$ cat src/rtl/lsu_pkg.sv
// Shared load/store size codes, FSM state encoding and the access legality check.
package lsu_pkg;

    localparam logic [2:0] LSU_B  = 3'd0;
    localparam logic [2:0] LSU_H  = 3'd1;
    localparam logic [2:0] LSU_W  = 3'd2;
    localparam logic [2:0] LSU_BU = 3'd4;
    localparam logic [2:0] LSU_HU = 3'd5;

    typedef enum logic [1:0] {
        ST_IDLE  = 2'd0,
        ST_BUSY  = 2'd1,
        ST_DONE  = 2'd2,
        ST_FAULT = 2'd3
    } lsu_state_e;

    // A request is issuable only with a legal size code and natural alignment.
    function automatic logic lsu_access_ok(input logic [2:0] size, input logic [1:0] off);
        logic ok;
        case (size)
            LSU_B, LSU_BU: ok = 1'b1;
            LSU_H, LSU_HU: ok = ~off[0];
            LSU_W:         ok = (off == 2'b00);
            default:       ok = 1'b0;
        endcase
        return ok;
    endfunction

endpackage

$ cat src/rtl/lsu_align.sv
// Lane steering: byte enables and replicated write data for stores,
// lane extraction with sign/zero extension for loads.
module lsu_align
    import lsu_pkg::*;
(
    input  logic [2:0]  st_size,
    input  logic [1:0]  st_off,
    input  logic [31:0] st_wd,
    output logic [3:0]  st_be,
    output logic [31:0] st_wdata,
    input  logic [2:0]  ld_size,
    input  logic [1:0]  ld_off,
    input  logic [31:0] ld_word,
    output logic [31:0] ld_data
);

    logic signed [7:0]  ld_byte;
    logic signed [15:0] ld_half;

    always_comb begin
        st_be    = 4'b0000;
        st_wdata = st_wd;
        case (st_size)
            LSU_B, LSU_BU: begin
                st_be    = 4'b0001 << st_off;
                st_wdata = {4{st_wd[7:0]}};
            end
            LSU_H, LSU_HU: begin
                st_be    = 4'b0011 << st_off;
                st_wdata = {2{st_wd[15:0]}};
            end
            LSU_W:   st_be = 4'b1111;
            default: st_be = 4'b0000;
        endcase
    end

    always_comb begin
        ld_byte = ld_word[{ld_off, 3'b000} +: 8];
        ld_half = ld_word[{ld_off[1], 4'b0000} +: 16];
        case (ld_size)
            LSU_B:   ld_data = 32'(ld_byte);
            LSU_BU:  ld_data = {24'd0, ld_byte};
            LSU_H:   ld_data = 32'(ld_half);
            LSU_HU:  ld_data = {16'd0, ld_half};
            default: ld_data = ld_word;
        endcase
    end

endmodule

$ cat src/rtl/lsu_controller.sv
// Load/store sequencer: stalls the core while a variable-latency memory access
// is outstanding, rejects misaligned/illegal requests and times out dead memory.
module lsu_controller
    import lsu_pkg::*;
#(
    parameter int ADDR_W  = 32,
    parameter int TIMEOUT = 255
) (
    input  logic              clk,
    input  logic              rst,
    input  logic              core_req_i,
    input  logic              core_we_i,
    input  logic [2:0]        core_size_i,
    input  logic [ADDR_W-1:0] core_addr_i,
    input  logic [31:0]       core_wd_i,
    output logic [31:0]       core_rd_o,
    output logic              core_stall_o,
    output logic              done_o,
    output logic              misalign_o,
    output logic              err_o,
    output logic              mem_req_o,
    output logic              mem_we_o,
    output logic [3:0]        mem_be_o,
    output logic [ADDR_W-1:0] mem_addr_o,
    output logic [31:0]       mem_wd_o,
    input  logic [31:0]       mem_rd_i,
    input  logic              mem_ready_i
);

    localparam int CNT_W = (TIMEOUT < 2) ? 1 : $clog2(TIMEOUT + 1);
    localparam logic [CNT_W-1:0] CNT_LAST = CNT_W'((TIMEOUT > 0) ? TIMEOUT - 1 : 0);

    lsu_state_e       state, state_nxt;
    logic             we_q;
    logic [2:0]       size_q;
    logic [1:0]       off_q;
    logic             fault_err_q;
    logic [CNT_W-1:0] cnt_q;

    logic        req_ok;
    logic        accept;
    logic        reject;
    logic        timeout_hit;
    logic [3:0]  st_be;
    logic [31:0] st_wdata;
    logic [31:0] ld_data;

    assign req_ok      = lsu_access_ok(core_size_i, core_addr_i[1:0]);
    assign accept      = (state == ST_IDLE) && core_req_i && req_ok;
    assign reject      = (state == ST_IDLE) && core_req_i && !req_ok;
    assign timeout_hit = (TIMEOUT != 0) && (state == ST_BUSY) && !mem_ready_i
                         && (cnt_q == CNT_LAST);

    lsu_align u_align (
        .st_size  (core_size_i),
        .st_off   (core_addr_i[1:0]),
        .st_wd    (core_wd_i),
        .st_be    (st_be),
        .st_wdata (st_wdata),
        .ld_size  (size_q),
        .ld_off   (off_q),
        .ld_word  (mem_rd_i),
        .ld_data  (ld_data)
    );

    always_ff @(posedge clk) begin
        if (rst) begin
            state <= ST_IDLE;
        end else begin
            state <= state_nxt;
        end
    end

    always_comb begin
        state_nxt    = state;
        core_stall_o = 1'b0;
        done_o       = 1'b0;
        misalign_o   = 1'b0;
        err_o        = 1'b0;
        case (state)
            ST_IDLE: begin
                core_stall_o = core_req_i;
                if (core_req_i) begin
                    state_nxt = req_ok ? ST_BUSY : ST_FAULT;
                end
            end
            ST_BUSY: begin
                core_stall_o = 1'b1;
                if (mem_ready_i) begin
                    state_nxt = ST_DONE;
                end else if (timeout_hit) begin
                    state_nxt = ST_FAULT;
                end
            end
            // The core sees stall drop here and still presents the same
            // instruction, so the request is deliberately not sampled.
            ST_DONE: begin
                done_o    = 1'b1;
                state_nxt = ST_IDLE;
            end
            ST_FAULT: begin
                misalign_o = ~fault_err_q;
                err_o      = fault_err_q;
                state_nxt  = ST_IDLE;
            end
            default: state_nxt = ST_IDLE;
        endcase
    end

    always_ff @(posedge clk) begin
        if (rst) begin
            we_q        <= 1'b0;
            size_q      <= LSU_B;
            off_q       <= 2'b00;
            fault_err_q <= 1'b0;
            cnt_q       <= '0;
            mem_req_o   <= 1'b0;
            mem_we_o    <= 1'b0;
            mem_be_o    <= 4'b0000;
            mem_addr_o  <= '0;
            mem_wd_o    <= 32'd0;
            core_rd_o   <= 32'd0;
        end else begin
            if (accept) begin
                we_q       <= core_we_i;
                size_q     <= core_size_i;
                off_q      <= core_addr_i[1:0];
                cnt_q      <= '0;
                mem_req_o  <= 1'b1;
                mem_we_o   <= core_we_i;
                mem_be_o   <= st_be;
                mem_addr_o <= {core_addr_i[ADDR_W-1:2], 2'b00};
                mem_wd_o   <= st_wdata;
            end
            if (reject) begin
                fault_err_q <= 1'b0;
            end
            if (state == ST_BUSY) begin
                cnt_q <= cnt_q + CNT_W'(1);
                if (mem_ready_i || timeout_hit) begin
                    mem_req_o  <= 1'b0;
                    mem_we_o   <= 1'b0;
                    mem_be_o   <= 4'b0000;
                    mem_addr_o <= '0;
                    mem_wd_o   <= 32'd0;
                end
                if (mem_ready_i && !we_q) begin
                    core_rd_o <= ld_data;
                end
                if (timeout_hit) begin
                    fault_err_q <= 1'b1;
                end
            end
        end
    end

endmodule
$ cat config.mk
export PLATFORM = sky130hd
export DESIGN_NAME = lsu_controller
export DESIGN_NICKNAME = d
export VERILOG_FILES = /design/src/rtl/lsu_pkg.sv /design/src/rtl/lsu_align.sv /design/src/rtl/lsu_controller.sv
export SDC_FILE = /design/constraint.sdc
export NUM_CORES = 1
export LEC_CHECK = 0
export ABC_AREA = 1
export BUFFER_PORTS_ARGS = -buffer_cell sky130_fd_sc_hd__buf_4
export CORE_MARGIN = 2
export CORE_UTILIZATION = 48
export CTS_CLUSTER_SIZE = 16
export DETAILED_ROUTE_END_ITERATION = 16
export PLACE_DENSITY = 0.78
export SYNTH_ARGS = -nofsm -noshare
export SYNTH_HDL_FRONTEND = slang
export SYNTH_SLANG_ARGS = --single-unit
export TNS_END_PERCENT = 30
$ cat constraint.sdc
create_clock -name clk -period 3.2 [get_ports clk]
set_input_delay 0.16 -clock clk [delete_from_list [all_inputs] [get_ports clk]]
set_output_delay 0.16 -clock clk [all_outputs]
set_load 0.1 [all_outputs]
# == After elaboration in Yosys (flattened, before gate mapping) ==
# Index checks and enable logic that the tools add are counted.
# Widths: inputs -> output; s select.
# word_totals
regBits,119
in_bits,104
word_cells,85
# classes
addsub,1
n_eq_ne,13
n_shift,4
mux,33
n_bitwise,2
n_reduce_logical,20
# op_table
op,count
$mux 32,6
$pmux 32 s4,1
$pmux 32 s2,1
$shiftx 32x6->16,1
$shiftx 32x6->8,1
$mux 8,2
$eq 3x3->1 const B,4
$mux 1,12
$mux 4,3
$pmux 4 s3,1
$add 8x1->8 const B,1
$eq 8x8->1 const B,1
$mux 2,4
$eq 3x1->1 const B,2
$logic_and 1x1->1,6
$logic_not 3->1,2
$pmux 2 s3,1
$reduce_or 2->1,3
$eq 2x2->1 const B,2
$logic_not 2->1,2
$reduce_and 2->1,2
$shl 1x2->4 const A,1
$shl 2x2->4 const A,1
$eq 3x2->1 const B,1
9 further kinds,12

# == Logic depth before layout (Yosys ltp) ==
# Gate-level depths: netlist of run 1.
# logic_depth
depth_word,8
ltp_mapped,13

# == Hierarchy ==
# A second synthesis of run 1 with hierarchy kept.
# unflattened
hier_cells,975
hier_area_um2,6184.7
# modules_own_cells
mod,n_inst,cells_per_inst,area_each_um2
lsu_controller,1,706,4926.0
lsu_align,1,269,1258.7

# == Worst setup path after synthesis of run 1 ==
# Ideal clock, no wire load.
# synth_path
path_type,flip-flop to output port
start,register state[0]
end,output misalign_o
arrival_time_ns,2.425
path_slack_ns,0.615
stages_incl_launch_ff,3
n_path_buf,0
cell_sequence,dfxtp_1 inv_2 nor3_1
# synth_via
elab_chain_len,2
# synth_rtl
item,line,text
start: declaration,lsu_controller.sv:33,"lsu_state_e state, state_nxt;"
start signal: assignment,lsu_controller.sv:70,state <= state_nxt;
$eq 2x2->1,lsu_controller.sv:80,case (state)
$mux 1,lsu_controller.sv:80,
end: declaration,lsu_controller.sv:19,"output logic misalign_o,"
# Every way passes these cells.

# == Worst setup path in the final report of run 1 ==
# layout_path
start,register state[1]
end,register mem_addr_o[13]
# layout_via
elab_chain_len,6
word_cells_on_any_way,10
cone_classes,eq/ne: 1; mux: 3; reduce/logical: 6
# layout_rtl
item,line,text
$logic_not 2->1 or $eq 2x1->1 (tied branches),"lsu_controller.sv:49, lsu_controller.sv:51, lsu_controller.sv:138",
$logic_and 1x1->1 (on tied branches),"lsu_controller.sv:49, lsu_controller.sv:51",
$logic_and 1x1->1 (on tied branches),"lsu_controller.sv:49, lsu_controller.sv:52",
$mux 32 or $logic_or 1x1->1 (tied branches),"lsu_controller.sv:124, lsu_controller.sv:140",
$mux 32,lsu_controller.sv:140,if (mem_ready_i || timeout_hit) begin
$mux 32 *,lsu_controller.sv:138,if (state == ST_BUSY) begin
end signal: assignment,lsu_controller.sv:132,"mem_addr_o <= {core_addr_i[ADDR_W-1:2], 2'b00};"
end: declaration,lsu_controller.sv:24,"output logic [ADDR_W-1:0] mem_addr_o,"
# Every way passes the cells marked *; elsewhere a longest branch is shown, timed or not.
# A chain may end at the register's enable or synchronous reset.

==> results of run 1 <==
cell usage in the layout (no fill, tap or decap), types with 3 or more instances in the layout:
master	instances
clkbuf_16	17
clkinv_2	6
nor2_1	205
nand2_1	295
clkbuf_8	3
buf_4	216
nor3_1	3
nand3_1	71
inv_2	7
a21oi_1	41
nand4_1	10
dfxtp_1	119
nand2_2	4
o21ai_0	26
inv_1	95
flip-flops by register name (all words and copies together), names as in the netlist:
register     cells
mem_addr_o      32
mem_be_o         4
state            2
cnt_q            8
size_q           3
mem_wd_o        32
fault_err_q      1
mem_req_o        1
core_rd_o       32
we_q             1
mem_we_o         1
off_q            2
critical path, delay by kind of cell (launching register included):
kind | cells | cell delay [ns]
buffers and inverters | 4 | 0.99
DFF | 1 | 0.34
and+or+nand+nor | 5 | 0.77
worst paths after layout:
| kind | slack (ns) | cells after the start | endpoint |
|---|---|---|---|
| worst max-delay path | 1.00 | 9 | mem_addr_o[13] |
| worst min-delay path | 0.03 | 3 | size_q[2] |
| worst max register to register | 1.00 | 9 | mem_addr_o[13] |
| worst min register to register | 0.45 | 2 | mem_addr_o[0] |
per-stage QoR:
step	setup WS, ns	power, mW	hold WS [ns]	cells
final	1.00	4.94	0.0279	1289
after detailed placement	1.06	3.11	0.441	1258
after floorplan	0.615	2.77	0.324	942
after global placement	1.10	3.11	0.434	1258
after CTS	1.03	4.97	0.0189	1289
after global routing	0.788	5.14	0.0362	1289
area by class of cell:
cell class                 instances  area share, %
timing repair buffer             217           20.6
clock inverter                     9           1.26
multi-input combinational        671           35.1
sequential                       119           29.9
clock buffer                      22           5.95
tap                              147           2.31
inverter                         104           4.91
power breakdown:
part / internal (mW) / leakage (nW) / total [mW] / switching [mW]
clock: 1.19 / 0.282 / 1.85 / 0.657
combinational: 0.347 / 2.90 / 1.44 / 1.10
sequential: 1.59 / 0.971 / 1.65 / 0.0597
total: 3.13 / 4.15 / 4.94 / 1.81
layer usage:
| layer | part of all wire, % | up-vias | routed length, um | global-route usage, % |
|---|---|---|---|---|
| met1 | 42 | 2742 | 7030 | 31.1 |
| met5 | 0 | - | 0 | 0 |
| met4 | 2.6 | 0 | 432 | 10.4 |
| met3 | 9.5 | 33 | 1600 | 9.58 |
| li1 | - | 3259 | - | - |
| met2 | 46 | 241 | 7740 | 42.6 |
logic make-up (layout without fill, tap and decap cells):
family	after synthesis	after routing	share of synthesized area, %
AO/OA/AOI/OAI	73	73	6.50
buffers and inverters	152	352	11.2
adder cells (fa/ha/maj)	2	2	0.429
flip-flops	119	119	40.8
AND/OR/NAND/NOR	596	596	41.0
==> out/results.tsv, run 1 <==
stage	metric	value	unit
outcome	status	completed	
timing	relSlewSlack	47.6	%
timing	rsz0062_at_grt	false	
pwr	leakagePower	4.15	nW
timing	finalHoldViolCount	0	
place	post-dp-hpwl	12100	um
final_layout	fin_area	0.00797	sq mm
route	drt_iter0_drc	520	
pwr	ir_drop	0.000398	V
die	die_height	114	um
die	core_area	0.0119	sq mm
clock_network	cts-resized-gates	0	
final_layout	syn_to_final_growth	36.6	%
place	finalWeightedCongestion	0.887	
final_layout	fillers	1142	
die	die_area	0.0130	sq mm
setup_path	startpoint	state[1]	
synthesis	synth.avg_cell_area	6.19	sq um
route	via_count	6275	
setup_path	cp_cell_sequence	inv_2 > nand2_1 > inv_2 > nand2_1 > nand2_2 > inv_2 > buf_4 > nand2_1 > nor2_1	
final_layout	fin_nets	1236	
clock_network	cts_max_path_buffers	2	
synthesis	synth.distinct_cells	29	
final_layout	drive_above_1_share	23.0	%
synthesis	synth_top_area_share	40.8	%
timing	period_minus_slack	2.20	ns
clock_network	clkTransAtPathRegs	0.05	ns
clock_network	cts_buffers	17	
synthesis	ys_ff_latch	119	
synthesis	syn-num-nets	1048	
global_route	grt_pass1_wl	26800	um
clock_network	cts-root-buf	clkbuf_16	
timing	max_slew.worst_pin.slew	0.784	ns
setup_path	worstPathRequired	3.55	ns
route	routed_wl	16800	um
global_route	antenna_found_initial	0	
global_route	overflow	0	
synthesis	yosys.area.top_type	dfxtp_1	
final_layout	regArea	0.00238	sq mm
setup_path	worstReg2RegStart	state[1]	
global_route	grt_usage	26.0	%
synthesis	yosys-top-cells-count	nand2_1, nor2_1, dfxtp_1	
global_route	grt_pass1_vias	5537	
pwr	powerDensity	620	mW/mm^2
min_path	hold_class	input port to flip-flop	
synthesis	synthFlopType	dfxtp_1	
timing	fin_crit_sh	68.6	%
setup_path	cp_max_fo	28	
synthesis	netlist_area	0.00583	sq mm
setup_path	crit_type	flip-flop to flip-flop	
timing	setup_viol	0	
route	ant_nets	0	
timing	finalSetupTns	0	ns
die	start_util	49.0	%
synthesis	synth_area_leaders	dfxtp_1, nand2_1, nor2_1	
timing	fmax	456	MHz
global_route	grt_max_degree	49	
synthesis	yosysMostFrequentCell	nand2_1	
run	drv_cap	0	
clock_network	insertion_delay	0.41	ns
final_layout	diodes	0	
die	die_w	114	um
setup_path	start_kind	flip-flop	
timing	clock_skew	0.00585	ns
clock_network	cts_tree	done	
clock_network	cts.htree.levels	4	
synthesis	synth-edff-count	0	
final_layout	multi_input_area	0.00280	sq mm
setup_path	cp.arrival	2.54	ns
min_path	hp-start	core_size_i[2]	
route	firstDrtPassIters	4	
setup_path	crit_path_max_incr_delay	0.45	ns
route	wl_per_cell	13.0	um
die	io_pins	210	
synthesis	ys_seq_area_share	40.8	%
synthesis	async_reset_ff_share	0	%
place	portBuffers	209	
final_layout	fin_util	66.9	%
synthesis	synthCells	942	
route	remaining_drc_errors	0	
clock_network	post-cts-setup-buffers	0	
setup_path	endpoint_kind	flip-flop	
place	place_area	0.00740	sq mm
setup_path	critPathSlowestCell	inv_2	
die	rows	40	
clock_network	ctsHoldBuffers	0	
clock_network	clkSinkCount	119	
route	viasPerCell	4.87	
synthesis	synth_warnings	0	
timing	maxSlewViolCount	0	
Note: power is estimated with default switching activity, not from simulation.
==> run 2: changes to the inputs <==
- CORE_UTILIZATION: 48 -> 45
- PLACE_DENSITY: 0.78 -> 0.76
- clock period: 3.2 -> 1.8 ns (I/O delays scaled with it)
==> out/results.tsv, run 2 (synthesized netlist as in run 1, its figures left out) <==
stage	metric	value	unit	change
global_route	grt_max_degree	49		unchanged
setup_path	cp_cell_sequence	inv_1 > ha_1 > nand2_1 > nor2_1 > nand2_1 > nand2_1 > nand2_1 > nand2_2 > inv_2 > buf_12 > nand2_1 > nor2_1		
timing	rsz0062_at_grt	false		
setup_path	worst-path-buf-inv	3		-1
clock_network	post-cts-setup-buffers	0		unchanged
global_route	antenna_found_initial	0		unchanged
final_layout	syn_to_final_growth	48.0	%	
setup_path	cp_max_fo	24		-14%
route	firstDrtPassIters	5		+1
setup_path	r2r_slack	0.19	ns	-0.81 ns
global_route	overflow	0		unchanged
route	ant_nets	0		unchanged
route	wl_per_cell	13.3	um	+2.1%
setup_path	start_kind	flip-flop		
pwr	ir_drop	0.000662	V	+66%
timing	fin_crit_sh	89.3	%	+21 points
final_layout	fillers	1099		-3.8%
final_layout	final_cell_mix	nand2_1, buf_4, nor2_1, dfxtp_1, inv_1		
place	pre_cts_slack	0.241	ns	-0.815 ns
global_route	grt.met1_usage	29.4	%	-1.7 points
setup_path	r2r-end	mem_addr_o[21]		
timing	clock_skew	0.00519	ns	-0.000665 ns
timing	setup_viol	0		unchanged
timing	setup_ws	0.192	ns	-0.812 ns
global_route	grt_usage	26.8	%	+0.74 points
setup_path	reg2reg_depth	12		+3
die	die_area	0.0139	sq mm	+6.4%
route	routed_wl	18300	um	+8.9%
clock_network	clkSinkCount	119		unchanged
clock_network	cts_buffers	17		unchanged
place	post-dp-hpwl	12500	um	+2.9%
die	rows	41		+2.5%
die	die_w	118	um	+3.2%
route	via_count	6603		+5.2%
final_layout	top_regs	core_rd_o x32, mem_addr_o x32, mem_wd_o x32		
clock_network	cts_tree	done		
timing	period_minus_slack	1.61	ns	-0.588 ns
min_path	hp-start	core_addr_i[16]		
timing	relSlewSlack	68.6	%	+21 points
final_layout	drive_above_1_share	23.5	%	+0.48 points
outcome	status	completed		
pwr	powerDensity	1040	mW/mm^2	+68%
final_layout	regArea	0.00238	sq mm	about the same
pwr	leakagePower	4.45	nW	+7.2%
timing	max_slew.worst_pin.slew	0.469	ns	-0.315 ns
timing	fmax	622	MHz	+37%
place	finalWeightedCongestion	0.853		-3.8%
setup_path	worstPathRequired	2.14	ns	-1.41 ns
global_route	grt_pass1_vias	6541		+18%
setup_path	cpMostUsedCell	nand2_1		
global_route	top_usage_layer	met2		
die	io_pins	210		unchanged
clock_network	cts_max_path_buffers	2		unchanged
min_path	hold_depth	5		+2
place	portBuffers	209		unchanged
route	drt_iter0_drc	443		-15%
route	remaining_drc_errors	0		unchanged
die	die_height	118	um	+3.2%
final_layout	multi_input_area	0.00280	sq mm	+0.18%
run	drv_cap	0		unchanged
clock_network	insertion_delay	0.41	ns	about the same
final_layout	final_common_cell	nand2_1		
setup_path	worstReg2RegStart	cnt_q[0]		
setup_path	crit_path_max_incr_delay	0.35	ns	-0.10 ns
timing	maxSlewViolCount	0		unchanged
setup_path	endpoint_kind	flip-flop		
clock_network	cts-root-buf	clkbuf_16		
final_layout	fin_nets	1298		+5.0%
die	core_area	0.0126	sq mm	+5.9%
clock_network	clkTransAtPathRegs	0.05	ns	about the same
global_route	use_met3	10.7	%	+1.1 points
die	start_util	46.2	%	-2.7 points
setup_path	cp.arrival	1.94	ns	-0.60 ns
clock_network	cts.htree.levels	4		unchanged
setup_path	critPathSlowestCell	dfxtp_2		
setup_path	cpLargestDelayFamily	simple AND/OR/NAND/NOR gates		
setup_path	crit_type	flip-flop to flip-flop		
min_path	hold_class	input port to flip-flop		
timing	finalHoldViolCount	0		unchanged
timing	finalSetupTns	0	ns	unchanged
route	viasPerCell	4.80		-1.4%
global_route	grt_pass1_wl	30300	um	+13%
global_route	use_met2	46.2	%	+3.6 points
final_layout	diodes	0		unchanged
min_path	holdPathEnd	mem_addr_o[16]		
==> run 2: changes by cell type in the layout (fill, tap and decap cells not counted), moves of 2 or more <==
cell,delta
clkbuf_1,-2
clkbuf_8,+2
buf_4,+14
dlygate4sd3_1,+46
==> run 2: worst min-delay path, cell delays in order <==
cell and delay, ns:
buf_4 0.07, inv_1 0.03, nand2_1 0.05, nand2_1 0.05, nor2_1 0.08
==> run 2: where the power goes <==
part           internal (mW)  switching, mW
combinational          0.729           1.99
clock                   2.20           1.16
sequential              2.82          0.109
total                   5.74           3.27
==> run 2: worst max path at each step <==
stage / start / to / slack (ns) / depth (start not counted)
3_5_place_dp: cnt_q[0] / mem_wd_o[29] / 0.24 / 12
3_3_place_gp: cnt_q[0] / mem_wd_o[7] / 0.24 / 12
5_1_grt: state[1] / core_rd_o[13] / 0.02 / 10
4_1_cts: cnt_q[0] / mem_addr_o[18] / 0.21 / 12
2_1_floorplan: state[1] / state[1] / -0.01 / 6
6_report: cnt_q[0] / mem_addr_o[21] / 0.19 / 12
==> run 2: routing by layer <==
layer / up-vias / routed length, um
li1: 3377 / -
met1: 2903 / 7280
met2: 280 / 8620
met3: 43 / 1870
met4: 0 / 533
met5: - / 0
==> run 2: cell type report <==
| class | instances | area share [%] |
|---|---|---|
| multi-input cells | 671 | 32.4 |
| flip-flops and latches | 119 | 27.6 |
| repair buffers | 279 | 26.1 |
| clock buffers | 22 | 5.72 |
| inverters | 104 | 4.53 |
| well taps | 172 | 2.49 |
| clock inverters | 9 | 1.13 |
==> run 2: timing repair <==
item,in CTS,in global routing
gates resized for setup,0,1
hold buffers,46,0
endpoints found under the setup margin,0,2
hold endpoints to repair,46,0
==> run 2: per-stage QoR <==
| stage | util, % | total power, mW | instance area, sq um | std cells | hold slack (ns) |
|---|---|---|---|---|---|
| after floorplan | - | 4.92 | 5840 | 942 | 0.254 |
| after global placement | 59.9 | 5.57 | 7560 | 1298 | 0.376 |
| after detailed placement | 59.9 | 5.59 | 7560 | 1298 | 0.380 |
| after CTS | 68.2 | 9.02 | 8610 | 1375 | 0.000427 |
| after global routing | 68.4 | 9.39 | 8640 | 1376 | 0.00657 |
| final | 68.4 | 9.01 | 8640 | 1376 | 0.00313 |
